<file path="src/rtl/pipe_skid_reg.sv">
// pipe_skid_reg: elastic pipeline stage register with a two-entry skid buffer.
//
// Carries an opaque WIDTH-bit payload between two pipeline stages over a
// valid/ready handshake. in_ready depends only on registered state, so a
// downstream stall reaches upstream one cycle later and never forms a
// combinational ready chain across stages. The skid register absorbs the
// one payload that arrives during that cycle.
//
// Ports:
//   clk        rising-edge clock
//   reset      synchronous active-high reset (priority over flush/handshake)
//   flush      synchronous clear of all held entries (bubble insertion)
//   in_valid   upstream presents a payload
//   in_ready   this stage can accept a payload this cycle
//   in_data    upstream payload
//   out_valid  out_data holds a live payload
//   out_ready  downstream accepts out_data this cycle
//   out_data   payload to downstream (BUBBLE whenever out_valid = 0)
//   occupancy  number of held entries, 0..2
module pipe_skid_reg #(
  parameter int unsigned            WIDTH  = 32,
  parameter logic [WIDTH-1:0]       BUBBLE = {WIDTH{1'b0}}
) (
  input  logic             clk,
  input  logic             reset,
  input  logic             flush,
  input  logic             in_valid,
  output logic             in_ready,
  input  logic [WIDTH-1:0] in_data,
  output logic             out_valid,
  input  logic             out_ready,
  output logic [WIDTH-1:0] out_data,
  output logic [1:0]       occupancy
);

  // The state encoding equals the number of held entries.
  typedef enum logic [1:0] {
    EMPTY = 2'd0,
    ONE   = 2'd1,
    FULL  = 2'd2
  } state_t;

  state_t           state, state_d;
  logic [WIDTH-1:0] main_q, main_d;
  logic [WIDTH-1:0] skid_q, skid_d;
  logic             main_v, skid_v;
  logic             in_fire, out_fire;

  assign main_v    = (state != EMPTY);
  assign skid_v    = (state == FULL);

  assign in_ready  = ~skid_v;
  assign out_valid = main_v;
  assign out_data  = main_q;
  assign occupancy = state;

  assign in_fire   = in_valid & in_ready;
  assign out_fire  = out_valid & out_ready;

  always_comb begin
    state_d = state;
    main_d  = main_q;
    skid_d  = skid_q;

    case (state)
      EMPTY: begin
        if (in_fire) begin
          state_d = ONE;
          main_d  = in_data;
        end
      end
      ONE: begin
        if (in_fire && out_fire) begin
          main_d  = in_data;
        end else if (in_fire) begin
          state_d = FULL;
          skid_d  = in_data;
        end else if (out_fire) begin
          // Rewriting main to BUBBLE keeps out_data correct without an output mux.
          state_d = EMPTY;
          main_d  = BUBBLE;
        end
      end
      FULL: begin
        if (out_fire) begin
          state_d = ONE;
          main_d  = skid_q;
          skid_d  = BUBBLE;
        end
      end
      default: begin
        state_d = EMPTY;
        main_d  = BUBBLE;
        skid_d  = BUBBLE;
      end
    endcase

    // Flush discards a same-cycle input fire; an output fire is already consumed.
    if (flush) begin
      state_d = EMPTY;
      main_d  = BUBBLE;
      skid_d  = BUBBLE;
    end
  end

  always_ff @(posedge clk) begin
    if (reset) begin
      state  <= EMPTY;
      main_q <= BUBBLE;
      skid_q <= BUBBLE;
    end else begin
      state  <= state_d;
      main_q <= main_d;
      skid_q <= skid_d;
    end
  end

endmodule
</file>
<file path="config.mk">
export PLATFORM = sky130hd
export DESIGN_NAME = pipe_skid_reg
export DESIGN_NICKNAME = d
export VERILOG_FILES = /design/src/rtl/pipe_skid_reg.sv
export SDC_FILE = /design/constraint.sdc
export NUM_CORES = 1
export LEC_CHECK = 0
export CORE_ASPECT_RATIO = 1.4
export CORE_MARGIN = 3
export CORE_UTILIZATION = 44
export CTS_CLUSTER_DIAMETER = 200
export DETAILED_ROUTE_END_ITERATION = 10
export PLACE_DENSITY = 0.76
export SKIP_CTS_REPAIR_TIMING = 1
export SLEW_MARGIN = 20
export SYNTH_ARGS = -nofsm -noshare
export SYNTH_HDL_FRONTEND = slang
export SYNTH_SLANG_ARGS = --single-unit
</file>
<file path="constraint.sdc">
create_clock -name clk -period 1.3 [get_ports clk]
set_input_delay 0.195 -clock clk [delete_from_list [all_inputs] [get_ports clk]]
set_output_delay 0.195 -clock clk [all_outputs]
set_load 0.02 [all_outputs]
</file>
==> results.py <==
metrics = {
    "drt": {
        "first_pass_iters": 4,
        "drc": 0,
        "initialDrtViolationCount": 333,
        "ant_nets": 0,
        "wl_um": 8849,
        "routed_via_density": 5.930,
        "vias": 2983,
        "routedWlPerCell_um": 17.59,
    },
    "sta": {
        "setup_viol": 64,
        "fin_skew_ns": 0.01073,
        "tns_ns": -7.962,
        "slew_headroom": 0.7881,
        "final_hold_viol_count": 0,
        "rsz0062_at_grt": "true",
        "period_needed_ns": 1.491,
        "fmax_ghz": 0.6706,
        "report.final.slew_viol_count": 0,
        "worst_pin_slew_ns": 0.3174,
        "timing.final.crit_share": 1.147,
        "setup_slack_ns": -0.1911,
    },
    "global_route": {
        "grt_max_degree": 64,
        "grt.total_usage": 0.2180,
        "grt_overflow": 0,
        "grt_antenna_before_repair": 0,
        "grt_pass1_wl_um": 13200,
        "grt_pass1_vias": 2802,
    },
    "clock_tree": {
        "cts-buffers-inserted": 9,
        "clock_path_buffers": 2,
        "clk_pin_slew_ns": 0.07,
        "clock-sinks": 66,
        "cts_tree": "done",
        "htreeDepth": 3,
        "root_buffer": "clkbuf_8",
        "clk_latency_ns": 0.34,
    },
    "critical_path": {
        "arrival_ns": 1.77,
        "path_max_fanout": 8,
        "crit_required_ns": 1.58,
        "end_kind": "register",
        "worstSetupStartpointType": "register",
        "critical_path_class": "register to register",
    },
    "final_layout": {
        "layout_commonest_cell": "nand2_1",
        "final_cell_mix": "nand2_1 (96), dfxtp_1 (64), dlymetal6s2s_1 (35)",
        "n_antenna_cell": 0,
        "drive_gt1_frac": 0.1647,
        "fin_nets": 464,
        "finalNonFillerCells": 503,
        "area_delta_synth_final_pct": 47.97,
    },
    "flow_run": {
        "max_cap_violations": 0,
    },
    "yosys": {
        "synth_ff_type": "dfxtp_1",
        "synth_edf_count": 0,
        "yosysSeqAreaShare": 0.4515,
        "netlist_instances": 343,
        "ys_ff_latch": 66,
        "synth.avg_cell_area_sq_um": 8.532,
        "syn-num-nets": 380,
        "synth-async-reset-ratio": 0,
        "ys_types": 24,
        "synth-warning-count": 0,
        "syn_area_sq_um": 2927,
    },
    "floorplanning": {
        "coreArea_sq_um": 6339,
        "die_y_um": 102.5,
        "die_area_sq_um": 7679,
        "rows": 34,
        "ioPinCount": 73,
        "die_w_um": 74.93,
        "start_util": 0.4617,
    },
    "worst_hold_path": {
        "hold_class": "primary input to register",
    },
    "placed_design": {
        "placedCellCount": 478,
        "io_buffers": 72,
        "place_congestion": 0.7454,
        "place.detailed.hpwl_um": 5137,
    },
    "power_and_ir_drop": {
        "peakVddDrop_mv": 0.7370,
        "power_leakage_nw": 1.964,
        "power_mw": 4.252,
        "powerDensity_nw_per_um2": 981.9,
    },
    "outcome": {
        "violations": "negative setup slack",
        "status": "complete, but fails checks",
    },
}
-- final cells by class --
| class | count | area [sq um] |
|---|---|---|
| Fill cell | 481 | 2008 |
| Multi-Input combinational cell | 242 | 1499 |
| Timing Repair Buffer | 108 | 1244 |
| Sequential cell | 66 | 1329 |
| Clock inverter | 5 | 31.28 |
| Tap cell | 72 | 90.09 |
| Clock buffer | 10 | 137.6 |
-- synth_stat cells (2+ instances only) --
| cell type | number | area (sq um) |
|---|---|---|
| nor2b_1 | 2 | 12.51 |
| a221o_1 | 32 | 320.3 |
| nor3_1 | 32 | 160.2 |
| clkbuf_1 | 13 | 48.80 |
| dfxtp_1 | 66 | 1321 |
| buf_1 | 4 | 15.01 |
| a31oi_1 | 32 | 200.2 |
| nand2b_1 | 2 | 12.51 |
| buf_2 | 14 | 70.07 |
| buf_6 | 4 | 45.04 |
| nand3b_1 | 32 | 240.2 |
| a21oi_1 | 2 | 10.01 |
| nand2_1 | 97 | 364.1 |
-- worst paths after layout --
kind | startpoint | endpoint | slack [ns] | depth (start not counted)
max reg2reg | occupancy[0] | out_data[16] | -0.19 | 6
max | occupancy[0] | out_data[16] | -0.19 | 6
min reg2reg | out_data[2] | out_data[2] | 0.48 | 1
min | flush | occupancy[1] | 0.28 | 4
-- worst max-delay path, stage by stage, from the launching register on --
cell and delay [ns]:
dfxtp_4 0.37, buf_6 0.12, mux2_4 0.31, o22ai_4 0.19, buf_12 0.16, clkbuf_16 0.16, a221o_1 0.13
-- registers in the layout (all words and copies together), names as in the netlist --
signal	cells
occupancy	2
out_data	32
skid_q	32
-- cell families (layout without fill, tap and decap cells) --
logic type             count (synthesis)  after routing  share of synthesized area
AO/OA/AOI/OAI                         68             68                     0.1911
buffers and inverters                 35            123                    0.06114
flip-flops                            66             66                     0.4515
multiplexers                           2              2                   0.007268
AND/OR/NAND/NOR                      172            172                     0.2890
-- power breakdown --
part | internal, mW | switching [mW] | total, mW
Sequential | 2.06 | 0.0297 | 2.09
Combinational | 0.332 | 0.303 | 0.635
Clock | 0.727 | 0.797 | 1.52
-- metal layers --
metal  wire (um)  global-route usage  vias up  part of all wire
met5           0                   0        -                 0
met4         172             0.06438        0             0.019
met3         531             0.05073       18             0.060
met2        4409              0.3577      124              0.50
met1        3736              0.2834     1425              0.42
li1            -                   -     1416                 -
-- through the flow --
stage | setup WS (ns) | instance area, sq um | hold WS [ns] | utilization
6_report | -0.1911 | 4330 | 0.2809 | 0.6832
5_1_grt | -0.2166 | 4330 | 0.2956 | 0.6832
4_1_cts | -0.5073 | 4014 | 0.4399 | 0.6332
3_5_place_dp | -0.5918 | 3845 | 0.4675 | 0.6066
3_3_place_gp | -0.5812 | 3845 | 0.4675 | 0.6066
2_1_floorplan | -0.09634 | 2934 | 0.3343 | -
Power figures use the tool's default switching activity.
==> variant, RTL diff (config.mk and constraints unchanged) <==
`WIDTH`: 32 -> 24.
--- a/src/rtl/pipe_skid_reg.sv
+++ b/src/rtl/pipe_skid_reg.sv
@@ -20,3 +20,3 @@
 module pipe_skid_reg #(
-  parameter int unsigned            WIDTH  = 32,
+  parameter int unsigned            WIDTH  = 24,
   parameter logic [WIDTH-1:0]       BUBBLE = {WIDTH{1'b0}}
Interface: changed (resized in_data and out_data); port bits go from 73 to 57. No check against the original RTL was run, so the function may have changed too.
==> variant against the unedited design <==
- power down 30%
- the run still ends with setup timing left
- area after synthesis shrank 23%
- worst setup slack improved by 76 ps
- sequential power down 24%
- combinational power shrank 24%
- hold slack improved by 72 ps
- critical endpoint is now skid_q[18]
- core utilization fell by 0.63 points
- global-route usage shrank 1.6 points
- sequential share of layout area is 0.15 points lower
- sequential cell count decreased by 16
- final area decreased by 24%
- wire length down 23%
==> variant: results (changes against the unedited design) <==
drive_gt1_share_pct: 17.56  # +1.1 points
slowest_delay_ps: 400  # +30 ps
p_leak_nw: 1.525  # -22%
gp_congestion: 0.7893  # +5.9%
cp_max_fo: 9  # +1
dp_hpwl_um: 3951  # -23%
num-fill-cells: 364  # -24%
async_flop_share_pct: 0  # unchanged
synth_nets: 293  # -23%
grt_pass1_wl_um: 9756  # -26%
setup_viol_count_final: 50  # -22%
cts_root_buffer: "clkbuf_8"
grt_max_degree: 29  # -55%
ir_drop_v: 0.0005310  # -28%
met1_length_um: 2730  # -27%
slew_headroom_pct: 80.33  # +1.5 points
clk_pin_slew_worst_paths_ps: 90  # +20 ps
drt_pass1_iterations: 6  # +2
hp-class: "in2reg"
h-tree-depth: 2  # -1
yosysSeqAreaShare_pct: 44.54  # -0.60 points
synthTopCellsByArea: "dfxtp_1 45%, nand2_1 12%, a221o_1 11%, nand3b_1 8.0%, a31oi_1 6.7%"
grt_use_total_pct: 20.19  # -1.6 points
ctsLongestPathBuffers: 2  # unchanged
synth_common_cells: "73 x nand2_1, 50 x dfxtp_1"
post_drt_via_cell_ratio: 5.905  # -0.43%
timing.final.ws_setup_ps: -115.4  # +75.71 ps
fin_nets: 364  # -22%
cts_made_buffers: 5  # -4
violations: "setup timing"
antenna_found_initial: 0  # unchanged
wirelength_um: 6791  # -23%
portBuffers: 56  # -22%
highest_layer: "met4"
fin_skew_ps: 10.88  # +0.1537 ps
crit_arrival_ps: 1650  # -120 ps
synthDistinctLibCells: 25  # +4.2%
clk_latency_ps: 300  # -40 ps
dr_wl_met2_um: 3491  # -21%
drt_iter0_drc: 202  # -39%
grt_pass1_vias: 2086  # -26%
outcome: "complete, but fails checks"
met3_length_um: 394  # -26%
cp_slowest_cell: "dfxtp_4"
num_antenna_cells: 0  # unchanged
yosys_warnings: 0  # unchanged
place_ws_ps: -468.9  # +123.0 ps
==> variant: layout make-up <==
cell class                 count  area (um2)  share of cell area (%)
tap                           64       80.08                   2.424
multi-input combinational    190        1204                   36.44
timing repair buffer          88       924.6                   27.99
sequential                    50        1008                   30.53
clock buffer                   6       72.57                   2.197
clock inverter                 2       13.76                  0.4167
==> variant: power by group <==
part           switching (mW)  internal (mW)  total (mW)
Combinational           0.239          0.242       0.481
Clock                   0.515          0.381       0.896
Sequential             0.0241           1.56        1.59
Total                   0.778           2.19        2.96
==> variant: worst paths after layout <==
path / endpoint / cells past startpoint / slack [ps] / from
setup / recovery: skid_q[18] / 6 / -120 / occupancy[1]
hold reg to reg: out_data[10] / 1 / 490 / out_data[10]
setup reg to reg: skid_q[18] / 6 / -120 / occupancy[1]
hold / removal: occupancy[1] / 3 / 350 / out_ready
==> variant: kinds of logic after synthesis <==
family          Yosys count  synth area share [%]
compound gates           53                 19.49
buf+inv                  27                 5.902
flops                    50                 44.54
mux                       1                0.4455
simple gates            133                 29.62
==> variant: worst max-delay path, delay by kind of cell, from the launching register on <==
family          cells  cell delay [ps]
flops               1              400
simple gates        2              350
compound gates      1              150
buf+inv             3              440
==> variant: routing by layer <==
layer  up-vias  GRT usage [%]
met4         0          8.305
li1       1113              -
met2       105          33.97
met1      1129          25.33
met5         -              0
met3        15          2.615
==> variant: metrics by stage <==
| step | cell area [um2] | setup TNS [ps] | instances |
|---|---|---|---|
| finish | 3303 | -3475 | 400 |
| global route | 3303 | -6279 | 400 |
| CTS | 3059 | -9802 | 389 |
| detailed placement | 2973 | -20680 | 381 |
| global placement | 2973 | -19000 | 381 |
| floorplan | 2255 | -1897 | 264 |
